<file path="src/rtl/sat_accumulator_if.sv">
// Handshake bundle for sat_accumulator: operand beats in, group results out.
// The master modport is the upstream/downstream pair, the slave modport is the accumulator.
interface sat_accumulator_if #(
  parameter int P     = 8,
  parameter int ACC_W = 12,
  parameter int LANES = 4
);
  logic                   in_valid_i;
  logic                   in_ready_o;
  logic [LANES*P-1:0]     in_data_i;
  logic                   in_last_i;
  logic                   sat_en_i;
  logic                   out_valid_o;
  logic                   out_ready_i;
  logic [LANES*ACC_W-1:0] out_data_o;
  logic [LANES-1:0]       out_ovf_o;

  modport master (
    output in_valid_i,
    output in_data_i,
    output in_last_i,
    output sat_en_i,
    output out_ready_i,
    input  in_ready_o,
    input  out_valid_o,
    input  out_data_o,
    input  out_ovf_o
  );

  modport slave (
    input  in_valid_i,
    input  in_data_i,
    input  in_last_i,
    input  sat_en_i,
    input  out_ready_i,
    output in_ready_o,
    output out_valid_o,
    output out_data_o,
    output out_ovf_o
  );
endinterface

</file>
<file path="src/rtl/sat_accumulator.sv">
// Multi-lane signed group accumulator with per-group saturate/wrap mode.
// Results are held with sticky per-lane overflow flags until handed off.
module sat_accumulator #(
  parameter int P     = 8,
  parameter int ACC_W = 12,
  parameter int LANES = 4
) (
  input logic               clk_i,
  input logic               rst_ni,
  sat_accumulator_if.slave  bus
);

  localparam logic [0:0] ACCUM = 1'b0;
  localparam logic [0:0] HOLD  = 1'b1;

  localparam logic [ACC_W-1:0] ACC_MAX = {1'b0, {(ACC_W-1){1'b1}}};
  localparam logic [ACC_W-1:0] ACC_MIN = {1'b1, {(ACC_W-1){1'b0}}};

  logic [0:0]                  state_q, state_d;
  logic                        first_q, first_d;
  logic                        mode_q, mode_d;
  logic [LANES-1:0][ACC_W-1:0] acc_q, acc_d;
  logic [LANES-1:0]            ovf_q, ovf_d;

  logic                        in_fire;
  logic                        out_fire;
  logic                        open_grp;
  logic                        mode_eff;
  logic [LANES-1:0][ACC_W-1:0] acc_nxt;
  logic [LANES-1:0]            ovf_lane;

  assign bus.out_valid_o = (state_q == HOLD);
  assign bus.in_ready_o  = (state_q == ACCUM) | bus.out_ready_i;
  assign bus.out_data_o  = acc_q;
  assign bus.out_ovf_o   = ovf_q;

  assign in_fire  = bus.in_valid_i & bus.in_ready_o;
  assign out_fire = bus.out_valid_o & bus.out_ready_i;

  // A beat accepted alongside the result handshake opens the next group.
  assign open_grp = first_q | out_fire;
  assign mode_eff = open_grp ? bus.sat_en_i : mode_q;

  for (genvar k = 0; k < LANES; k++) begin : g_lane
    logic [P-1:0]   x;
    logic [ACC_W:0] x_ext;
    logic [ACC_W:0] base;
    logic [ACC_W:0] sum;

    assign x     = bus.in_data_i[k*P +: P];
    assign x_ext = {{(ACC_W+1-P){x[P-1]}}, x};
    assign base  = open_grp ? '0
                            : {acc_q[k][ACC_W-1], acc_q[k]};
    assign sum   = base + x_ext;

    assign ovf_lane[k] = sum[ACC_W] ^ sum[ACC_W-1];

    always_comb begin
      acc_nxt[k] = sum[ACC_W-1:0];
      if (ovf_lane[k] && mode_eff)
        acc_nxt[k] = sum[ACC_W] ? ACC_MIN : ACC_MAX;
    end
  end

  always_comb begin
    state_d = state_q;
    first_d = first_q;
    mode_d  = mode_q;
    acc_d   = acc_q;
    ovf_d   = ovf_q;

    if (out_fire) begin
      state_d = ACCUM;
      first_d = 1'b1;
    end

    if (in_fire) begin
      first_d = 1'b0;
      mode_d  = mode_eff;
      acc_d   = acc_nxt;
      ovf_d   = (open_grp ? '0 : ovf_q) | ovf_lane;
      state_d = bus.in_last_i ? HOLD : ACCUM;
    end
  end

  always_ff @(posedge clk_i or negedge rst_ni) begin
    if (!rst_ni) begin
      state_q <= ACCUM;
      first_q <= 1'b1;
      mode_q  <= 1'b1;
      acc_q   <= '0;
      ovf_q   <= '0;
    end else begin
      state_q <= state_d;
      first_q <= first_d;
      mode_q  <= mode_d;
      acc_q   <= acc_d;
      ovf_q   <= ovf_d;
    end
  end

endmodule

</file>
<file path="src/flat_wrapper.sv">
// flat-port wrapper written by rule: the top's interface ports become plain ports
module sat_accumulator_flat 
#(
  parameter int P     = 8,
  parameter int ACC_W = 12,
  parameter int LANES = 4
)
  (clk_i, rst_ni, bus_in_valid_i, bus_in_data_i, bus_in_last_i, bus_sat_en_i, bus_out_ready_i, bus_in_ready_o, bus_out_valid_o, bus_out_data_o, bus_out_ovf_o);
  sat_accumulator_if #(.P(P), .ACC_W(ACC_W), .LANES(LANES)) bus_i ();
  input logic clk_i;
  input logic rst_ni;
  input wire logic [$bits(bus_i.in_valid_i)-1:0] bus_in_valid_i;
  input wire logic [$bits(bus_i.in_data_i)-1:0] bus_in_data_i;
  input wire logic [$bits(bus_i.in_last_i)-1:0] bus_in_last_i;
  input wire logic [$bits(bus_i.sat_en_i)-1:0] bus_sat_en_i;
  input wire logic [$bits(bus_i.out_ready_i)-1:0] bus_out_ready_i;
  output wire logic [$bits(bus_i.in_ready_o)-1:0] bus_in_ready_o;
  output wire logic [$bits(bus_i.out_valid_o)-1:0] bus_out_valid_o;
  output wire logic [$bits(bus_i.out_data_o)-1:0] bus_out_data_o;
  output wire logic [$bits(bus_i.out_ovf_o)-1:0] bus_out_ovf_o;
  assign bus_i.in_valid_i = bus_in_valid_i;
  assign bus_i.in_data_i = bus_in_data_i;
  assign bus_i.in_last_i = bus_in_last_i;
  assign bus_i.sat_en_i = bus_sat_en_i;
  assign bus_i.out_ready_i = bus_out_ready_i;
  assign bus_in_ready_o = bus_i.in_ready_o;
  assign bus_out_valid_o = bus_i.out_valid_o;
  assign bus_out_data_o = bus_i.out_data_o;
  assign bus_out_ovf_o = bus_i.out_ovf_o;
  sat_accumulator #(.P(P), .ACC_W(ACC_W), .LANES(LANES)) u_core (.clk_i(clk_i), .rst_ni(rst_ni), .bus(bus_i));
endmodule
</file>
<file path="config.mk">
export PLATFORM = sky130hd
export DESIGN_NAME = sat_accumulator_flat
export DESIGN_NICKNAME = d
export VERILOG_FILES = /design/src/rtl/sat_accumulator_if.sv /design/src/rtl/sat_accumulator.sv /design/src/flat_wrapper.sv
export SDC_FILE = /design/constraint.sdc
export NUM_CORES = 1
export LEC_CHECK = 0
export ABC_AREA = 1
export ABC_CLOCK_PERIOD_IN_PS = 2800
export BUFFER_PORTS_ARGS = -buffer_cell sky130_fd_sc_hd__buf_4
export CAP_MARGIN = 30
export CORE_MARGIN = 2
export CORE_UTILIZATION = 52
export DETAILED_ROUTE_END_ITERATION = 10
export GPL_TIMING_DRIVEN = 0
export PLACE_DENSITY = 0.78
export SLEW_MARGIN = 20
export SYNTH_ARGS = -nofsm -noshare
export SYNTH_HDL_FRONTEND = slang
export SYNTH_SLANG_ARGS = --single-unit
export TNS_END_PERCENT = 10
</file>
<file path="constraint.sdc">
create_clock -name clk_i -period 2.8 [get_ports clk_i]
set_input_delay 0.14 -clock clk_i [delete_from_list [all_inputs] [get_ports clk_i]]
set_output_delay 0.14 -clock clk_i [all_outputs]
set_load 0.02 [all_outputs]
</file>
# Yosys cells after proc, flatten, opt, wreduce, memory -nomap -nowiden
# Index checks and enable logic that the tools add are counted.
[totals]
latchBits = 0
memories = 0
out_inout_bits = 54
ff_bits = 55
mem_bits_rw = 0
input_bits = 38
mem_bits_ro = 0
[classes]
eq_ne = 0
mul = 0
div = 0
n_reduce_logical = 5
n_shift = 0
addsub = 4
bitwise_logic = 10
magnitude_cmp = 0
muxes = 19
[ops]
columns = ["cell", "n"]
rows = [
  ["12-bit two-way mux", 8],
  ["13-bit adder", 4],
  ["13-bit two-way mux", 4],
  ["1-bit two-way mux", 6],
  ["1-bit logical AND", 4],
  ["4-bit two-way mux", 1],
  ["4-bit OR", 1],
  ["1-bit bitwise XOR", 4],
  ["1-bit bitwise AND", 2],
  ["1-bit OR", 2],
  ["2-bit nonzero test", 1],
  ["1-bit NOT", 1],
]

# Logic depth before layout (Yosys ltp)
# Gate-level depths: netlist of run 1.
[depth]
ltp_word = 7
ltp_mapped = 22
ltp_nobuf = 20

# Least setup slack after synthesis of run 1
# OpenSTA, ideal clock, no wires.
[synth_path]
path_type = "register to register"
from = "register u_core.state_q (netlist: u_core.bus.out_valid_o)"
to = "register u_core.acc_q, in the netlist u_core.bus.out_data_o[4]"
t_required_ps = 2679
path_buffers = 2
path_stages_with_launch = 23
period_less_slack_ps = 2835
slack_ps = -35
arrival_time_ps = 2714
cell_sequence = "dfrtp_1 -> nand2_1 -> inv_1 -> nor2_4 -> inv_2 -> buf_1 -> nor2_1 -> ha_1 -> inv_1 -> fa_1 -> inv_1 -> nand3_1 -> nand2_1 -> nand3_1 -> nand3_1 -> nand2_1 -> nand2_1 -> inv_1 -> nand2_1 -> nand3_2 -> buf_4 -> nand2_1 -> a21oi_1"
[synth_via]
elab_chain_len = 7
elab_cells_between_ends = 12
classes_between = "1 x add/sub; 4 x mux; 6 x bitwise; 1 x reduce/logical"
[synth_rtl]
columns = ["item", "line_no", "text"]
rows = [
  ["start, declared", "sat_accumulator.sv:19", "logic [0:0] state_q, state_d;"],
  ["start signal, assigned", "sat_accumulator.sv:94", "state_q <= state_d;"],
  ["1-bit bitwise AND", "sat_accumulator.sv:38", "assign out_fire = bus.out_valid_o & bus.out_ready_i;"],
  ["1-bit OR", "sat_accumulator.sv:41", "assign open_grp = first_q | out_fire;"],
  ["13-bit two-way mux", "sat_accumulator.sv:52", "assign base = open_grp ? '0"],
  ["13-bit adder", "sat_accumulator.sv:54", "assign sum = base + x_ext;"],
  ["1-bit bitwise XOR", "sat_accumulator.sv:56", "assign ovf_lane[k] = sum[ACC_W] ^ sum[ACC_W-1];"],
  ["1-bit logical AND", "sat_accumulator.sv:60", "if (ovf_lane[k] && mode_eff)"],
  ["12-bit two-way mux", "sat_accumulator.sv:60", ""],
  ["end signal, assigned", "sat_accumulator.sv:91", "acc_q <= '0;"],
  ["end signal, assigned", "sat_accumulator.sv:97", "acc_q <= acc_d;"],
  ["end, declared", "sat_accumulator.sv:22", "logic [LANES-1:0][ACC_W-1:0] acc_q, acc_d;"],
]
# Several ways; a longest one is shown, not always the timed one.
# A chain may end at the register's enable or synchronous reset.

# Worst setup path after layout of run 1
[layout_path]
from = "register u_core.state_q (netlist: u_core.bus.out_valid_o)"
to = "register u_core.acc_q, in the netlist u_core.bus.out_data_o[21]"
# Same word-level chain as after synthesis.

==> impl_metrics.tcl, run 1 <==
set metrics [dict create \
    hold_viol_final 0 \
    holdPathEnd "u_core.bus.out_valid_o$_DFFE_PN0P_" \
    final_layout_size_suffix_gt1_frac 0.2429 \
    powerDensity_nw_per_um2 1112 \
    nNetsFinal 966 \
    overflow 0 \
    areaGrowthSynthToFinish_pct 26.58 \
    synth_top_flop_cell "dfrtp_1" \
    fin_worst_skew_ps 10.54 \
    arrival_ps 3120 \
    cp_slowest_cell "dfrtp_1" \
    grt_pass1_wl_mm 21.09 \
    cp.required_ps 3060 \
    root_buffer "clkbuf_8" \
    r2r_cells 21 \
    rr_endpoint "u_core.bus.out_data_o[21]$_DFFE_PN0P_" \
    synthDistinctLibCells 35 \
    drtPass1Iterations 4 \
    fp.dieH_um 102.8 \
    grt_max_degree 56 \
    critical-path-top-delay-family "simple AND/OR/NAND/NOR gates" \
    viasPerCell 5.096 \
    slew_violations 0 \
    clk_path_buf_depth 2 \
    drv_cap 0 \
    drtIter0Drc 143 \
    critPathBufInv 6 \
    layout_commonest_cell "nand2_1" \
    fmax_ghz 0.3493 \
    synthCells 759 \
    numCtsBuffers 5 \
    via_count 5147 \
    rrSetupSlack_ps -60 \
    end_kind "register" \
    maxSlewHeadroom 0.5061 \
    period_needed_ps 2863 \
    tightest_slew_ps 740.9 \
    syn-cell-area_um2 5079 \
    place_congestion 0.9667 \
    violations "setup timing" \
    crit_top_cell "nor2_4" \
    synth_edf_count 0 \
    ant_nets 0 \
    cp.depth 21 \
    row_count 36 \
    avgRoutedWirePerCell_um 13.09 \
    crit_chain "nand2_1 > inv_2 > nor2_4 > inv_4 > clkbuf_16 > nor2_4 > ha_2 > inv_2 > fa_2 > o21ai_2 > nand3_1 > nand2_2 > nand2_1 > nand2_1 > nand2_2 > inv_2 > nand2_4 > nor2_4 > nor2_4 > buf_6 > a21oi_2" \
    clock_sinks 55 \
    setup.worst_path.class "reg -> reg" \
    hold-worst-slack_ps 20.13 \
    start_util 0.5269 \
    num_antenna_cells 0 \
    power_leakage_uw 0.003530 \
    syn_area_per_cell_um2 6.691 \
    die_w_um 102.8 \
    grtUsageTotal 0.2481 \
    top_level_ports 92 \
    finalInstanceArea_um2 6429 \
    drt_wl_total_mm 13.22 \
    insertion_delay_ps 320 \
    synth_nets 849 \
    status "complete, but fails checks" \
    synth_seq_cells 55 \
    io_buffers 91 \
    grt_pass1_vias 4847 \
    die-area_um2 10570 \
    setup_ws_ps -63.11 \
    dp_slack_ps -641.2 \
    multiInputGateArea_um2 3342 \
    rsz0062_at_grt "true" \
    slowest_delay_ps 400 \
    cts_tree "done" \
    mostFrequentLayoutCells "195 x nand2_1, 116 x nor2_1, 110 x inv_1" \
    dp_hpwl_mm 9.493 \
    reg2reg_from "u_core.bus.out_valid_o$_DFFE_PN0P_" \
    tns_ps -479.3 \
    whs_path_depth 3 \
    critical_path.max_fanout 5 \
    setup_viol 10 \
    seqCellArea_um2 1379 \
    peakVddDrop_v 0.0005042 \
    drc 0 \
    place_area_um2 5929 \
    fin_crit_sh 1.023 \
    critPathLaunchType "register" \
    hp-start "bus_in_last_i" \
    ys_warn_count 0 \
    fillers 881 \
    htree_levels 2 \
    holdCritPathClass "in -> reg" \
    antenna_found_initial 0 \
    async_flop_share 1.000 \
    ys_seq_area_frac 0.2715 \
    core_um2 9639 \
    clkTransAtPathRegs_ps 100 \
]
==> where the power goes <==
group,leakage (uW),internal (uW),switching [uW]
logic,0.00287,2190,3020
clock network,0.0000412,176,279
registers,0.000617,1180,310
==> timing repair <==
action	in CTS	in global routing
pin swaps	5	21
resized for setup	26	54
hold buffers	1	0
setup buffers	5	9
endpoints found under the hold margin	53	0
setup endpoints to repair	52	45
cloned	1	3
==> cell families (layout without fill, tap and decap cells) <==
| logic type | Yosys count | in the layout | share of synthesized area |
|---|---|---|---|
| DFF | 55 | 55 | 0.2715 |
| AOI/OAI and AO/OA | 96 | 96 | 0.1106 |
| xor gates and xnor gates | 36 | 36 | 0.06208 |
| and+or+nand+nor | 386 | 386 | 0.3131 |
| adders and majority gates | 52 | 52 | 0.1340 |
| buffers and inverters | 134 | 252 | 0.1086 |
==> through the flow <==
step / utilization / std cells / power (uW)
2_1_floorplan: - / 759 / 4904
3_3_place_gp: 0.6151 / 983 / 6058
3_5_place_dp: 0.6151 / 983 / 6202
4_1_cts: 0.6391 / 998 / 6817
5_1_grt: 0.6669 / 1010 / 7852
6_report: 0.6669 / 1010 / 7148
==> cell usage after synthesis, types with 2 or more instances <==
master	number	area, um2
nand2_1	204	765.7
nor2_1	121	454.2
inv_1	114	427.9
a21oi_1	62	310.3
dfrtp_1	53	1326
ha_1	48	600.6
nand3_1	28	140.1
xnor2_1	26	227.7
nand4_1	13	81.33
a21oi_2	12	105.1
xor2_1	10	87.58
nand2_2	8	50.05
a31oi_1	7	43.79
clkbuf_1	6	22.52
nand3_2	5	50.05
o21ai_0	5	25.02
buf_4	4	30.03
buf_6	4	45.04
fa_1	4	80.08
a21o_1	3	22.52
buf_2	3	15.01
o221ai_1	3	26.28
dfstp_2	2	52.55
inv_2	2	7.510
nor2_2	2	12.51
==> registers in the layout, indices dropped and copies added (netlist names) <==
signal                  cells
u_core.bus.out_data_o      48
u_core.bus.out_ovf_o        4
u_core.bus.out_valid_o      1
u_core.first_q              1
u_core.mode_q               1
==> layer usage <==
layer,routed length (um),GRT usage,part of all wire,vias to the layer above
met4,184,0.07895,0.014,0
met5,0,0,0,-
li1,-,-,-,2619
met1,5826,0.3069,0.44,2421
met2,6739,0.4485,0.51,91
met3,472,0.03186,0.036,16
==> worst min-delay path, cell delays in order <==
cell and delay (ps):
buf_4 70, nand2_1 40, nand2_1 50
==> worst max path at each step <==
stage	from	to	slack (ps)
after floorplan	u_core.bus.out_valid_o$_DFFE_PN0P_	u_core.bus.out_data_o[40]$_DFFE_PN0P_	-30
after global placement	u_core.bus.out_valid_o$_DFFE_PN0P_	u_core.bus.out_data_o[42]$_DFFE_PN0P_	-550
after detailed placement	u_core.bus.out_valid_o$_DFFE_PN0P_	u_core.bus.out_data_o[40]$_DFFE_PN0P_	-640
after CTS	u_core.bus.out_valid_o$_DFFE_PN0P_	u_core.bus.out_data_o[8]$_DFFE_PN0P_	-2
after global routing	u_core.bus.out_valid_o$_DFFE_PN0P_	u_core.bus.out_data_o[17]$_DFFE_PN0P_	-270
final	u_core.bus.out_valid_o$_DFFE_PN0P_	u_core.bus.out_data_o[21]$_DFFE_PN0P_	-60
==> final cells by class <==
| cell class | count | area share |
|---|---|---|
| Clock buffer | 6 | 0.01129 |
| Buffer | 18 | 0.02530 |
| Sequential cell | 55 | 0.2145 |
| Tap cell | 133 | 0.02589 |
| Multi-Input combinational cell | 570 | 0.5199 |
| Inverter | 116 | 0.06812 |
| Timing Repair Buffer | 110 | 0.1331 |
| Clock inverter | 2 | 0.001946 |
Note: power is estimated with default switching activity, not from simulation.
==> run 2: changes to the inputs <==
--- a/config.mk
+++ b/config.mk
@@ -6,14 +6,13 @@
 export NUM_CORES = 1
 export LEC_CHECK = 0
 export ABC_AREA = 1
-export ABC_CLOCK_PERIOD_IN_PS = 2800
 export BUFFER_PORTS_ARGS = -buffer_cell sky130_fd_sc_hd__buf_4
 export CAP_MARGIN = 30
 export CORE_MARGIN = 2
-export CORE_UTILIZATION = 52
+export CORE_UTILIZATION = 59
 export DETAILED_ROUTE_END_ITERATION = 10
 export GPL_TIMING_DRIVEN = 0
-export PLACE_DENSITY = 0.78
+export PLACE_DENSITY = 0.84
 export SLEW_MARGIN = 20
 export SYNTH_ARGS = -nofsm -noshare
 export SYNTH_HDL_FRONTEND = slang
==> constraint.sdc (replaced) <==
create_clock -name clk_i -period 3.66 [get_ports clk_i]
set_input_delay 0.183 -clock clk_i [delete_from_list [all_inputs] [get_ports clk_i]]
set_output_delay 0.183 -clock clk_i [all_outputs]
set_load 0.02 [all_outputs]
==> impl_metrics.tcl, run 2 (synthesis results as in run 1) <==
set metrics [dict create \
    peakVddDrop_v 0.0004431 \
    layout_commonest_cell "nand2_1" \
    setup_viol 0 \
    r2r_cells 20 \
    drtIter0Drc 177 \
    clock_sinks 55 \
    grt_max_degree 56 \
    power_leakage_uw 0.003423 \
    ant_nets 0 \
    holdCritPathClass "in -> reg" \
    io_buffers 91 \
    fin_worst_skew_ps 14.23 \
    core_um2 8299 \
    mostFrequentLayoutCells "204 x nand2_1, 121 x nor2_1, 114 x inv_1" \
    clk_path_buf_depth 2 \
    numCtsBuffers 5 \
    whs_path_depth 3 \
    final_layout_size_suffix_gt1_frac 0.1738 \
    num_antenna_cells 0 \
    drt_wl_total_mm 12.20 \
    avgRoutedWirePerCell_um 12.61 \
    cp_slowest_cell "dfrtp_1" \
    grt_pass1_wl_mm 20.97 \
    hold-worst-slack_ps 85.31 \
    die-area_um2 9366 \
    powerDensity_nw_per_um2 853.6 \
    setup.worst_path.class "reg -> reg" \
    insertion_delay_ps 320 \
    largest_register_ffs 48 \
    drv_cap 0 \
    grtUsageTotal 0.2622 \
    place_congestion 0.9177 \
    antenna_found_initial 0 \
    start_util 0.6119 \
    slowest_delay_ps 410 \
    cts_tree "done" \
    cp.required_ps 3910 \
    drtPass1Iterations 4 \
    status "finished, final reports clean" \
    root_buffer "clkbuf_8" \
    fp.dieH_um 96.78 \
    row_count 33 \
    crit_top_cell "nand2_1" \
    grt_pass1_vias 4848 \
    tightest_slew_ps 722.3 \
    nNetsFinal 952 \
    end_kind "register" \
    maxSlewHeadroom 0.5184 \
    rrSetupSlack_ps 350 \
    crit_chain "nand2_1 > inv_1 > nor2_4 > inv_2 > clkbuf_2 > nor2_1 > ha_1 > inv_1 > fa_1 > nand3b_1 > nand2_1 > nand3_1 > nand3_1 > nand2_1 > nand2_2 > nand2_2 > nand3_2 > buf_4 > nand2_1 > a21oi_1" \
    overflow 0 \
    via_count 4997 \
    arrival_ps 3550 \
    clkTransAtPathRegs_ps 120 \
    critPathLaunchType "register" \
    critical_path.max_fanout 10 \
    areaGrowthSynthToFinish_pct 18.92 \
    dp_hpwl_mm 9.177 \
    rsz0062_at_grt "false" \
    top_level_ports 92 \
    fin_crit_sh 0.9033 \
    period_needed_ps 3306 \
    slew_violations 0 \
    fmax_ghz 0.3025 \
    die_w_um 96.78 \
    tns_ps 0 \
    hold_viol_final 0 \
    viasPerCell 5.162 \
    htree_levels 2 \
    drc 0 \
]
-- run 2: routing by layer --
| layer | vias to the layer above | GRT usage | part of all wire |
|---|---|---|---|
| li1 | 2590 | - | - |
| met1 | 2291 | 0.3350 | 0.44 |
| met2 | 98 | 0.4615 | 0.50 |
| met3 | 18 | 0.03902 | 0.040 |
| met4 | 0 | 0.07259 | 0.018 |
| met5 | - | 0 | 0 |
-- run 2: worst max-delay path: cells and delay by family (launching register included) --
kind | cells | cell delay, ps
and+or+nand+nor | 12 | 1390
buffers and inverters | 5 | 700
DFF | 1 | 410
adders and majority gates | 2 | 590
AOI/OAI and AO/OA | 1 | 140
-- run 2: worst paths after layout --
check,from,endpoint
worst max-delay path,u_core.bus.out_valid_o$_DFFE_PN0P_,u_core.bus.out_data_o[37]$_DFFE_PN0P_
worst min-delay path,bus_in_last_i,u_core.bus.out_valid_o$_DFFE_PN0P_
worst max register to register,u_core.bus.out_valid_o$_DFFE_PN0P_,u_core.bus.out_data_o[37]$_DFFE_PN0P_
worst min register to register,u_core.mode_q$_DFFE_PN1P_,u_core.mode_q$_DFFE_PN1P_
max in group asynchronous,rst_ni,u_core.bus.out_ovf_o[3]$_DFFE_PN0P_
min in group asynchronous,rst_ni,u_core.bus.out_data_o[5]$_DFFE_PN0P_
-- run 2: cell type report --
| type | instances | area (um2) |
|---|---|---|
| plain buffers | 18 | 118.9 |
| clock buffers | 7 | 96.34 |
| multi-input cells | 570 | 3148 |
| clock inverters | 1 | 7.507 |
| fillers | 688 | 2260 |
| well taps | 105 | 131.4 |
| repair buffers | 96 | 723.2 |
| inverters | 116 | 435.4 |
| flip-flops and latches | 55 | 1379 |
-- run 2: what timing repair did --
item | in CTS | in global routing
setup endpoints to repair | 0 | 28
hold buffers | 1 | 0
gates resized for setup | 0 | 3
hold endpoints to repair | 53 | 0
setup buffers | 0 | 4
-- run 2: where the power goes --
group          internal (uW)  leakage, uW  switching (uW)
Clock                    173    0.0000505             231
Combinational           1500      0.00276            2120
Sequential               902     0.000617             231
Total                   2570      0.00342            2580
-- run 2: through the flow --
step / cell area, um2 / cells / setup slack, ps / utilization / total power (uW)
after CTS: 6007 / 964 / 199.9 / 0.7238 / 5149
after global routing: 6040 / 968 / 20.55 / 0.7277 / 5666
after floorplan: 5079 / 759 / 824.9 / - / 3751
after detailed placement: 5893 / 955 / 223.5 / 0.7101 / 4733
final: 6040 / 968 / 354.0 / 0.7277 / 5155
after global placement: 5893 / 955 / 365.0 / 0.7101 / 4620
